==> src/rtl/atari_bus_cycle_tracker.sv <==
// rtl/atari_bus_cycle_tracker.sv - Atari bus synchronizer, PHI2 glitch filter and per-cycle framer
module atari_bus_cycle_tracker #(
    parameter int SYNC_STAGES  = 2,
    parameter int FILTER_LEN   = 3,
    parameter int STALL_CYCLES = 64
) (
    input  logic        clk,
    input  logic        rst,
    input  logic [15:0] a,
    input  logic [7:0]  d_in,
    input  logic        phi2,
    input  logic        rw,
    input  logic        halt,
    output logic        phi2_clean,
    output logic        cyc_start,
    output logic [15:0] cyc_addr,
    output logic        cyc_rw,
    output logic        cyc_dma,
    output logic        rd_window,
    output logic        wr_strobe,
    output logic [7:0]  wr_data,
    output logic        stall,
    output logic [7:0]  glitch_count
);
    typedef enum logic {S_LOW, S_HIGH} state_t;

    localparam logic [3:0]  FILT_LAST = 4'(FILTER_LEN - 1);
    localparam logic [15:0] STALL_LIM = 16'(STALL_CYCLES);

    logic [SYNC_STAGES-1:0][15:0] a_sync;
    logic [SYNC_STAGES-1:0][7:0]  d_sync;
    logic [SYNC_STAGES-1:0]       phi2_sync;
    logic [SYNC_STAGES-1:0]       rw_sync;
    logic [SYNC_STAGES-1:0]       halt_sync;

    logic [15:0] a_s;
    logic [7:0]  d_s;
    logic        phi2_s;
    logic        rw_s;
    logic        halt_s;

    logic [3:0]  filt_cnt;
    logic [7:0]  d_hold;
    logic [15:0] stall_cnt;
    logic [15:0] stall_cnt_next;
    logic        stall_next;
    logic        phi2_edge;

    state_t state;
    state_t state_next;
    logic   cyc_start_next;
    logic   wr_strobe_next;
    logic   rd_next;
    logic   load_cyc;

    assign a_s    = a_sync[SYNC_STAGES-1];
    assign d_s    = d_sync[SYNC_STAGES-1];
    assign phi2_s = phi2_sync[SYNC_STAGES-1];
    assign rw_s   = rw_sync[SYNC_STAGES-1];
    assign halt_s = halt_sync[SYNC_STAGES-1];

    always_ff @(posedge clk) begin
        if (rst) begin
            a_sync    <= '0;
            d_sync    <= '0;
            phi2_sync <= '0;
            rw_sync   <= '0;
            halt_sync <= '0;
        end else begin
            a_sync    <= {a_sync[SYNC_STAGES-2:0], a};
            d_sync    <= {d_sync[SYNC_STAGES-2:0], d_in};
            phi2_sync <= {phi2_sync[SYNC_STAGES-2:0], phi2};
            rw_sync   <= {rw_sync[SYNC_STAGES-2:0], rw};
            halt_sync <= {halt_sync[SYNC_STAGES-2:0], halt};
        end
    end

    // A nonzero counter at the moment the levels agree again means a pulse was rejected.
    always_ff @(posedge clk) begin
        if (rst) begin
            phi2_clean   <= 1'b0;
            filt_cnt     <= '0;
            glitch_count <= '0;
        end else if (phi2_s == phi2_clean) begin
            filt_cnt <= '0;
            if (filt_cnt != 4'd0 && glitch_count != 8'hFF)
                glitch_count <= glitch_count + 8'd1;
        end else if (filt_cnt == FILT_LAST) begin
            phi2_clean <= ~phi2_clean;
            filt_cnt   <= '0;
        end else begin
            filt_cnt <= filt_cnt + 4'd1;
        end
    end

    // The FSM trails phi2_clean by one clk, so a level mismatch marks a fresh edge.
    assign phi2_edge      = phi2_clean != (state == S_HIGH);
    assign stall_cnt_next = phi2_edge ? 16'd0 :
                            (stall_cnt == 16'hFFFF) ? stall_cnt : stall_cnt + 16'd1;
    assign stall_next     = !phi2_edge && (stall_cnt_next >= STALL_LIM);

    always_comb begin
        state_next     = state;
        cyc_start_next = 1'b0;
        wr_strobe_next = 1'b0;
        rd_next        = rd_window;
        load_cyc       = 1'b0;
        unique case (state)
            S_LOW: begin
                if (phi2_clean) begin
                    state_next     = S_HIGH;
                    cyc_start_next = 1'b1;
                    load_cyc       = 1'b1;
                    rd_next        = rw_s;
                end
            end
            S_HIGH: begin
                if (!phi2_clean) begin
                    state_next     = S_LOW;
                    rd_next        = 1'b0;
                    wr_strobe_next = ~cyc_rw;
                end
            end
        endcase
    end

    always_ff @(posedge clk) begin
        if (rst) begin
            state     <= S_LOW;
            cyc_start <= 1'b0;
            wr_strobe <= 1'b0;
            rd_window <= 1'b0;
            stall     <= 1'b0;
            stall_cnt <= '0;
            cyc_addr  <= 16'h0000;
            cyc_rw    <= 1'b1;
            cyc_dma   <= 1'b0;
            wr_data   <= 8'h00;
            d_hold    <= 8'h00;
        end else begin
            state     <= state_next;
            cyc_start <= cyc_start_next;
            wr_strobe <= wr_strobe_next;
            rd_window <= rd_next & ~stall_next;
            stall     <= stall_next;
            stall_cnt <= stall_cnt_next;
            if (phi2_clean)
                d_hold <= d_s;
            if (load_cyc) begin
                cyc_addr <= a_s;
                cyc_rw   <= rw_s;
                cyc_dma  <= ~halt_s;
            end
            if (wr_strobe_next)
                wr_data <= d_hold;
        end
    end
endmodule

==> config.mk <==
export PLATFORM = sky130hd
export DESIGN_NAME = atari_bus_cycle_tracker
export DESIGN_NICKNAME = d
export VERILOG_FILES = /design/src/rtl/atari_bus_cycle_tracker.sv
export SDC_FILE = /design/constraint.sdc
export NUM_CORES = 1
export LEC_CHECK = 0
export CORE_MARGIN = 4
export CORE_UTILIZATION = 55
export CTS_BUF_LIST = sky130_fd_sc_hd__clkbuf_4
export CTS_CLUSTER_DIAMETER = 150
export CTS_CLUSTER_SIZE = 24
export DETAILED_ROUTE_END_ITERATION = 10
export PLACE_DENSITY = 0.81
export SYNTH_ARGS = -nofsm -noshare
export SYNTH_HDL_FRONTEND = slang
export SYNTH_SLANG_ARGS = --single-unit
export TNS_END_PERCENT = 30
==> constraint.sdc <==
create_clock -name clk -period 4.5 [get_ports clk]
set_input_delay 0.9 -clock clk [delete_from_list [all_inputs] [get_ports clk]]
set_output_delay 0.9 -clock clk [all_outputs]
set_load 0.01 [all_outputs]
==> impl_results.md, run 1 <==
- WL final: between 7 and 8 mm
- Final nets: 513
- Final Total Pwr: a little over 2000 uW
- Synthesis-to-finish area growth: 24.4%
- Actual slew at the worst max-slew pin: 844 ps
- Top cell type's share of synthesized area: a little under three fifths
- Arrival time at the worst endpoint: 2030 ps
- GRT Util Overall: between 10% and 20%
- Clk_lat worst skew: around 500 ps
- Multi-input logic area: about 1800 um2
- Vias in the first global route: between 2000 and 3000
- Delay-heaviest family, CP: flip-flops
- ANT nets after route: 0
- Netlist Area Pre-Place: roughly 4300 um2
- Max IR drop VDD: 0.216 mV
- # H-tree levels: 4
- Filler Cell Count: ~640
- # IOs: 68
- Initial antenna violation count: 0
- Sequential area share after synthesis: between 50% and 60%
- Tmin final: a little under 3000 ps
- Clk sinks: around 120
- Postcts setup bufs: 0
- Clock transition time at the flip-flop clock pins of the worst setup and hold paths: between 100 and 150 ps
- Max stage delay cell, worst path: dfxtp_1
- CTS Hold Bufs: 0
- Share of layout cells above drive strength 1: under 10%
- Share of synthesized registers carrying an async set or reset: 0%
- Net count after synthesis: 445
- IO buf count: 67
- WL/cell: about 13 um
- Hold WS: approximately 420 ps
- Rows: 32
- CTS tree: built
- Diodes inserted: 0
- Final Core Density: approximately 70%
- PD cells: roughly 380 nW/um2
- Min-delay worst type: reg -> reg
- FF+latch area: approximately 2400 um2
- Leakage: roughly 0.0020 uW
- WS Path Type: reg -> out
- CTS max path bufs: 2
- Die outline width: around 97 um
- CTS Buf Count: 17
- Post-Route Skew: 14.3 ps
- Maxcap violations: 0
- Die Area: just over 9000 um2
- First drt pass iteration count: 4
- Status: finished, final reports clean
- Hold Violations, Final: 0
- Grt ovf: 0
- Root Driver: clkbuf_4
- CP Cell Sequence: clkdlybuf4s50_1
- Peak Freq: roughly 0.34 GHz
- Critical Path RT: approximately 3600 ps
- Detailed Place HPWL: around 5.2 mm
- Die Height: between 90 and 100 um
- Setup TNS: 0 ps
- Finish-stage setup viols: 0
- Largest net degree at the start of global routing: a little under 70
- Most common cell after layout, fill and taps aside: dfxtp_1
- Slew Viols, Final: 0
- Unique masters post-synth: between 40 and 50
- Initial core utilization: between 50% and 60%
- CP Capture Type: output port
- Worst path max stage delay: around 850 ps
- Synth area leaders: dfxtp_1, nor2b_1, mux2i_1
- Top FF cell, synth: dfxtp_1
- Core area: between 7000 and 8000 um2
- CP max FO: 17
- Relative slew margins: a little over two fifths
- Vias/cell: 4.97
- 1st-iter DRT viols: 130
- Final worst-path cycle share: approximately 65%
- Synthesis-stage register bit count: approximately 120
- Mapped Cells: between 400 and 500
- RSZ-0062 raised after global routing: false
- Commonest cells after routing, fill and taps aside: dfxtp_1, clkdlybuf4s50_1, nor2b_1
- Drc violations: 0
- Area leader, netlist: dfxtp_1
- Global-route wire length before repair: between 10 and 15 mm
- Routed vias: ~2900
- Post-CTS resize count: 0
- Syn Area/Cell: 10.5 um2
- Critical path buffer and inverter count: 1
- Startpoint Class: register
- Syn. warnings: 0
- Final Wtd Congestion: roughly 0.9
- Post-synth EDFFs: 0
[cell usage after synthesis (2+ instances only)]
cell / count
dfxtp_1: 122
nor2b_1: 60
nor2_1: 56
mux2i_1: 34
a21oi_1: 13
nand2_1: 12
xor2_1: 12
clkbuf_1: 9
nand4_1: 9
nand3_1: 7
and2_1: 6
and3_1: 6
buf_1: 6
ha_1: 6
a211oi_1: 5
and4_1: 5
o21ai_0: 4
xnor2_1: 4
buf_2: 3
inv_1: 3
a31oi_1: 2
nand3b_1: 2
or3_1: 2
[per-stage QoR]
step | worst slack (ps) | cells | instance area (um2)
after floorplan | 2600 | 410 | 4310
after global placement | 2120 | 561 | 5030
after global routing | 1440 | 593 | 5360
after CTS | 1530 | 593 | 5360
final | 1570 | 593 | 5360
after detailed placement | 2100 | 561 | 5030
[report_power, final]
group          total, uW  switching (uW)  internal, uW
Combinational       65.7            27.3          38.4
Clock                851             401           450
Sequential          1110            8.40          1100
Total               2030             437          1590
[path summary, 6_finish.rpt]
kind,from,cells past startpoint,to,slack [ps]
worst max-delay path,phi2_clean,1,phi2_clean,1570
worst min-delay path,halt_sync[1],1,cyc_dma,420
worst max register to register,phi2_clean,7,rd_window,2140
worst min register to register,halt_sync[1],1,cyc_dma,420
[routing by layer]
metal / global-route usage, % / vias up / routed length, um
met3: 5.96 / 14 / 422
met1: 21.6 / 1339 / 3360
met5: 0 / - / 0
met4: 8.06 / 0 / 109
met2: 29.3 / 66 / 3700
li1: - / 1529 / -
[cell families after synthesis]
family | Yosys count | synth area share [%]
multiplexers | 35 | 8.16
flip-flops | 122 | 56.7
XOR/XNOR | 16 | 3.25
adder cells (fa/ha/maj) | 6 | 1.74
AND/OR/NAND/NOR | 173 | 22.0
buffers and inverters | 23 | 2.35
AO/OA/AOI/OAI | 35 | 5.87
[flip-flops by register name, summed over array words and instances, names as in the netlist]
register / flops
a_s: 16
stall_cnt: 16
cyc_addr: 16
state: 1
wr_strobe: 1
d_hold: 8
cyc_dma: 1
cyc_rw: 1
halt_sync: 2
glitch_count: 8
rw_sync: 2
a_sync: 16
cyc_start: 1
phi2_sync: 2
d_sync: 8
phi2_clean: 1
wr_data: 8
filt_cnt: 4
stall: 1
d_s: 8
rd_window: 1
[area by class of cell]
type,count,share of cell area [%]
Inverter,3,0.210
Clock inverter,14,3.66
Tap cell,102,2.38
Sequential cell,122,45.6
Multi-Input combinational cell,265,32.9
Timing Repair Buffer,69,12.7
Clock buffer,18,2.52
Note: power is estimated with default switching activity, not from simulation.
==> run 2: changes to the inputs <==
Clock period 4.5 ns to 2.85 ns, I/O delays scaled along.
==> run 2 against run 1 <==
Hold slack better by 2.8 ps. Setup slack worse by 1100 ps. Cell area up 1.3%. Global-route usage up 0.11 points.
==> impl_results.md, run 2 (synthesis results as in run 1) <==
- CTS Hold Bufs: 0 (unchanged)
- Post-Route Skew: 12.9 ps (-1.46 ps)
- WL/cell: 13.0 um (+1.4%)
- Synthesis-to-finish area growth: 26.0%
- Worst r2r src: phi2_clean
- Startpoint Class: register
- Crit. path cell count: 1 (unchanged)
- Largest net degree at the start of global routing: 64 (-5.9%)
- Core area: 7690 um2 (unchanged)
- Max IR drop VDD: 0.384 mV (+78%)
- Diodes inserted: 0 (unchanged)
- Die Area: 9320 um2 (unchanged)
- Filler Cell Count: 596 (-6.3%)
- Critical Path RT: 2280 ps (-1320 ps)
- Placed cell areas: 5040 um2 (+0.30%)
- CP startpoint: phi2_clean
- WS Path Type: reg -> out
- GRT Util Overall: 18.1% (+0.11 points)
- # IOs: 68 (unchanged)
- ANT nets after route: 0 (unchanged)
- Arrival time at the worst endpoint: 1810 ps (-220 ps)
- Placed Instances: 563 (+0.36%)
- Root Driver: clkbuf_4
- First drt pass iteration count: 4 (unchanged)
- Die Height: 96.5 um (unchanged)
- Postcts setup bufs: 0 (unchanged)
- Vias in the first global route: 2856 (+0.92%)
- Pint: 2710 uW (+70%)
- Most common cell after layout, fill and taps aside: dfxtp_1
- Min-delay worst type: reg -> reg
- CP Cell Sequence: clkdlybuf4s50_1
- Final Wtd Congestion: 0.874 (-1.4%)
- Clk sinks: 122 (unchanged)
- Max stage delay cell, worst path: dfxtp_1
- Reg2reg path depth: 7 (unchanged)
- Rows: 32 (unchanged)
- IO buf count: 67 (unchanged)
- Clk_lat worst skew: 490 ps (about the same)
- Slew Viols, Final: 0 (unchanged)
- Die outline width: 96.5 um (unchanged)
- Hold Violations, Final: 0 (unchanged)
- Initial antenna violation count: 0 (unchanged)
- Peak Freq: between 0.4 and 0.5 GHz
- Grt ovf: 0 (unchanged)
- Setup TNS: 0 ps (unchanged)
- Finished Cell Area: 5430 um2 (+1.3%)
- Critical path buffer and inverter count: 1 (unchanged)
- CTS max path bufs: 2 (unchanged)
- Final Non-Filler Cells: 595 (+0.34%)
- Commonest cells after routing, fill and taps aside: dfxtp_1, clkdlybuf4s50_1, nor2b_1
- Share of layout cells above drive strength 1: 8.72% (+0.58 points)
- Combinational power share: 3.1% (about the same)
- CP max FO: 13 (-4)
- 1st-iter DRT viols: 133 (+2.3%)
- Status: finished, final reports clean
- PD cells: 628 nW/um2 (+66%)
- Worst path max stage delay: 670 ps (-180 ps)
- Routed vias: 2994 (+1.6%)
- Worst setup path end: phi2_clean
- # H-tree levels: 4 (unchanged)
- Leakage: 0.00199 uW (+2.0%)
- Actual slew at the worst max-slew pin: 931 ps (+87.0 ps)
- Tmin final: roughly 2400 ps
- Clock power share: 45.5% (+3.6 points)
- Global-route wire length before repair: 12.9 mm (+1.4%)
- CTS Buf Count: 17 (unchanged)
- RSZ-0062 raised after global routing: false
- Final worst-path cycle share: between 80 and 90%
- Final nets: 515 (+0.39%)
- Switch share: 20.6% (-0.94 points)
- CTS tree: built
- RR Endpoint: rd_window
- Clock transition time at the flip-flop clock pins of the worst setup and hold paths: 120 ps (about the same)
- Initial core utilization: 56.1% (unchanged)
- Post-CTS resize count: 0 (unchanged)
- Maxcap violations: 0 (unchanged)
- Reg power frac: 51.5% (-3.3 points)
- CP Capture Type: output port
- WL final: 7.73 mm (+1.8%)
- Relative slew margins: 37.6% (-5.8 points)
- Reg2reg setup slack: 700 ps (-1440 ps)
- Drc violations: 0 (unchanged)
- Vias/cell: 5.03 (+1.2%)
- Delay-heaviest family, CP: flip-flops
- Sw Pwr: 702 uW (+61%)
- Detailed Place HPWL: 5.14 mm (-1.8%)
- Finish-stage setup viols: 0 (unchanged)
-- run 2: power groups by stage --
stage / clock (uW) / sequential [uW] / combinational, uW
4_1_cts: 1580 / 1760 / 107
3_5_place_dp: 0 / 1800 / 106
2_1_floorplan: 0 / 1790 / 56.7
3_3_place_gp: 0 / 1800 / 103
5_1_grt: 1680 / 1760 / 116
6_report: 1550 / 1760 / 104
-- run 2: worst min-delay path by stage --
stage | startpoint | end | slack (ps) | cells past startpoint
2_1_floorplan | halt_sync[1] | cyc_dma | 390 | 1
3_3_place_gp | halt_sync[1] | cyc_dma | 400 | 1
3_5_place_dp | halt_sync[1] | cyc_dma | 400 | 1
4_1_cts | halt_sync[1] | cyc_dma | 420 | 1
5_1_grt | a_sync[12] | a_s[12] | 440 | 1
6_report | halt_sync[1] | cyc_dma | 420 | 1
-- run 2: routing by layer --
metal,vias up,global-route usage [%],wire length (um)
met1,1383,21.9,3460
met5,-,0,0
met4,0,6.31,67
met2,71,29.5,3790
li1,1533,-,-
met3,7,6.74,404
-- run 2: cell type report --
type	count	area, um2	share of cell area (%)
sequential	122	2440	45.0
multi-input combinational	265	1770	32.5
timing repair buffer	71	698	12.9
clock inverter	13	243	4.47
clock buffer	19	143	2.63
tap	102	128	2.35
inverter	3	11.3	0.207
-- run 2: through the flow --
stage | power (uW) | setup slack [ps] | hold WS (ps) | utilization, %
3_3_place_gp | 1900 | 785 | 399 | 65.6
5_1_grt | 3560 | 344 | 444 | 70.6
3_5_place_dp | 1900 | 725 | 399 | 65.6
6_report | 3410 | 474 | 418 | 70.6
2_1_floorplan | 1850 | 952 | 393 | -
4_1_cts | 3450 | 416 | 416 | 70.6
==> run 3: changes to the inputs <==
Settings changed: CORE_UTILIZATION 55 to 50, PLACE_DENSITY 0.81 to 0.78.
Clock period 2.85 ns to 2.15 ns, I/O delays scaled along.
==> run 3 against run 2 <==
Core utilization shrank 5.7 points. Via count grew 0.50%. Clock skew is essentially flat. Power grew 20%. Sequential share of layout area grew 0.38 points. Largest power group unchanged. Wire length grew 0.76%. Die area grew 9.2%. Register-to-register slack lost 490 ps. Combinational power grew 35%. Non-clock buffer count grew 5. Critical path type unchanged.
==> impl_results.md, run 3 (synthesis results as in run 1) <==
- Status: finished, final reports clean
- Startpoint Class: register
- CP startpoint: phi2_clean
- CTS Hold Bufs: 0 (unchanged)
- Grt ovf: 0 (unchanged)
- Peak Freq: approximately 0.5 GHz
- Rows: 33 (+3.1%)
- CTS Buf Count: 17 (unchanged)
- Commonest cells after routing, fill and taps aside: dfxtp_1, clkdlybuf4s50_1, nor2b_1
- Die Area: 10200 um2 (+9.2%)
- ANT nets after route: 0 (unchanged)
- First drt pass iteration count: 4 (unchanged)
- Post-Route Skew: 13.3 ps (+0.408 ps)
- Clk_lat worst skew: 490 ps (about the same)
- Final nets: 520 (+0.97%)
- Worst r2r src: stall_cnt[12]
- Global-route wire length before repair: 13.3 mm (+3.5%)
- Tmin final: a little over 2000 ps
- Initial core utilization: 51.9% (-4.1 points)
- Vias/cell: 5.00 (-0.67%)
- FF+latch area: 2440 um2 (about the same)
- Clock transition time at the flip-flop clock pins of the worst setup and hold paths: 100 ps (-20 ps)
- Maxcap violations: 0 (unchanged)
- GRT Util Overall: 16.6% (-1.5 points)
- WL final: 7.79 mm (+0.76%)
- Setup TNS: 0 ps (unchanged)
- Routed vias: 3009 (+0.50%)
- # H-tree levels: 4 (unchanged)
- Die Height: 101 um (+4.5%)
- Drc violations: 0 (unchanged)
- Max IR drop VDD: 0.398 mV (+3.5%)
- Highest metal used: met4
- Most common cell after layout, fill and taps aside: dfxtp_1
- CTS max path bufs: 2 (unchanged)
- # IOs: 68 (unchanged)
- Met2 WL post-DR: 3.67 mm (-3.2%)
- Relative slew margins: 65.2% (+28 points)
- Root Driver: clkbuf_4
- Worst path max stage delay: 570 ps (-100 ps)
- CP Capture Type: output port
- 1st-iter DRT viols: 139 (+4.5%)
- CTS tree: built
- Filler Cell Count: 666 (+12%)
- CP max FO: 16 (+3)
- Final worst-path cycle share: 94.9%
- PD cells: 758 nW/um2 (+21%)
- Share of layout cells above drive strength 1: 9.66% (+0.94 points)
- Arrival time at the worst endpoint: 1610 ps (-200 ps)
- Finish-stage setup viols: 0 (unchanged)
- Die outline width: 101 um (+4.5%)
- WL/cell: 12.9 um (-0.41%)
- Core area: 8300 um2 (+8.0%)
- Max stage delay cell, worst path: clkdlybuf4s50_1
- Final Wtd Congestion: 0.880 (+0.66%)
- Initial antenna violation count: 0 (unchanged)
- DRT met1 WL: 3.52 mm (+1.5%)
- Critical Path RT: 1720 ps (-560 ps)
- Slew Viols, Final: 0 (unchanged)
- Largest net degree at the start of global routing: 38 (-41%)
- Final Total Pwr: 4090 uW (+20%)
- HP Start: rst
- Vias in the first global route: 2937 (+2.8%)
- Diodes inserted: 0 (unchanged)
- Synthesis-to-finish area growth: 25.0%
- CP Cell Sequence: buf_6, clkdlybuf4s50_1
- Detailed Place HPWL: 5.33 mm (+3.7%)
- Multi-input logic area: 1770 um2 (+0.43%)
- Postcts setup bufs: 0 (unchanged)
- Met3 wire length: 444 um (+9.9%)
- Actual slew at the worst max-slew pin: 521 ps (-409 ps)
- Clk sinks: 122 (unchanged)
- Hold Violations, Final: 0 (unchanged)
- WS Path Type: reg -> out
- Leakage: 0.00196 uW (-1.5%)
- Min-delay worst type: in -> reg
- IO buf count: 67 (unchanged)
- RSZ-0062 raised after global routing: false
run 3: power breakdown:
| group | leakage, uW | internal (uW) | switching [uW] |
|---|---|---|---|
| sequential | 0.000995 | 2310 | 17.3 |
| combinational | 0.000824 | 82.4 | 58.0 |
| clock | 0.000143 | 802 | 815 |
run 3: repair_timing:
| action | CTS | global route |
|---|---|---|
| hold endpoints to repair | 0 | 0 |
| resized for setup | 1 | 4 |
| endpoints found under the setup margin | 1 | 2 |
| pin swaps | 0 | 0 |
run 3: cell type report:
class                           count  share of cell area, %
Sequential cell                   122                   45.4
Multi-Input combinational cell    265                   32.9
Timing Repair Buffer               76                   13.7
Clock inverter                     13                   2.86
Clock buffer                       18                   2.51
Tap cell                          105                   2.44
Inverter                            3                  0.209
run 3: critical path, delay by kind of cell (launching register included):
family,cells,cell delay (ps)
buffers and inverters,2,780
DFF,1,350
run 3: final timing paths:
kind	to	slack, ps	depth (start not counted)
worst max register to register	rd_window	210	6
worst min-delay path	cyc_addr[12]	330	2
worst max-delay path	phi2_clean	110	2
worst min register to register	cyc_dma	410	1
run 3: per-layer routing:
layer / track usage [%] / vias up
li1: - / 1533
met1: 20.3 / 1389
met2: 26.3 / 71
met3: 5.26 / 16
met4: 8.08 / 0
met5: 0 / -
run 3: through the flow:
step | worst slack [ps] | utilization, % | hold WS [ps] | cells | area, um2
after floorplan | 252 | - | 393 | 410 | 4310
after global placement | 224 | 61.3 | 400 | 571 | 5090
after detailed placement | 196 | 61.3 | 399 | 571 | 5090
after CTS | 53.7 | 64.8 | 291 | 602 | 5380
after global routing | 3.90 | 64.9 | 306 | 602 | 5390
final | 110 | 64.9 | 328 | 602 | 5390
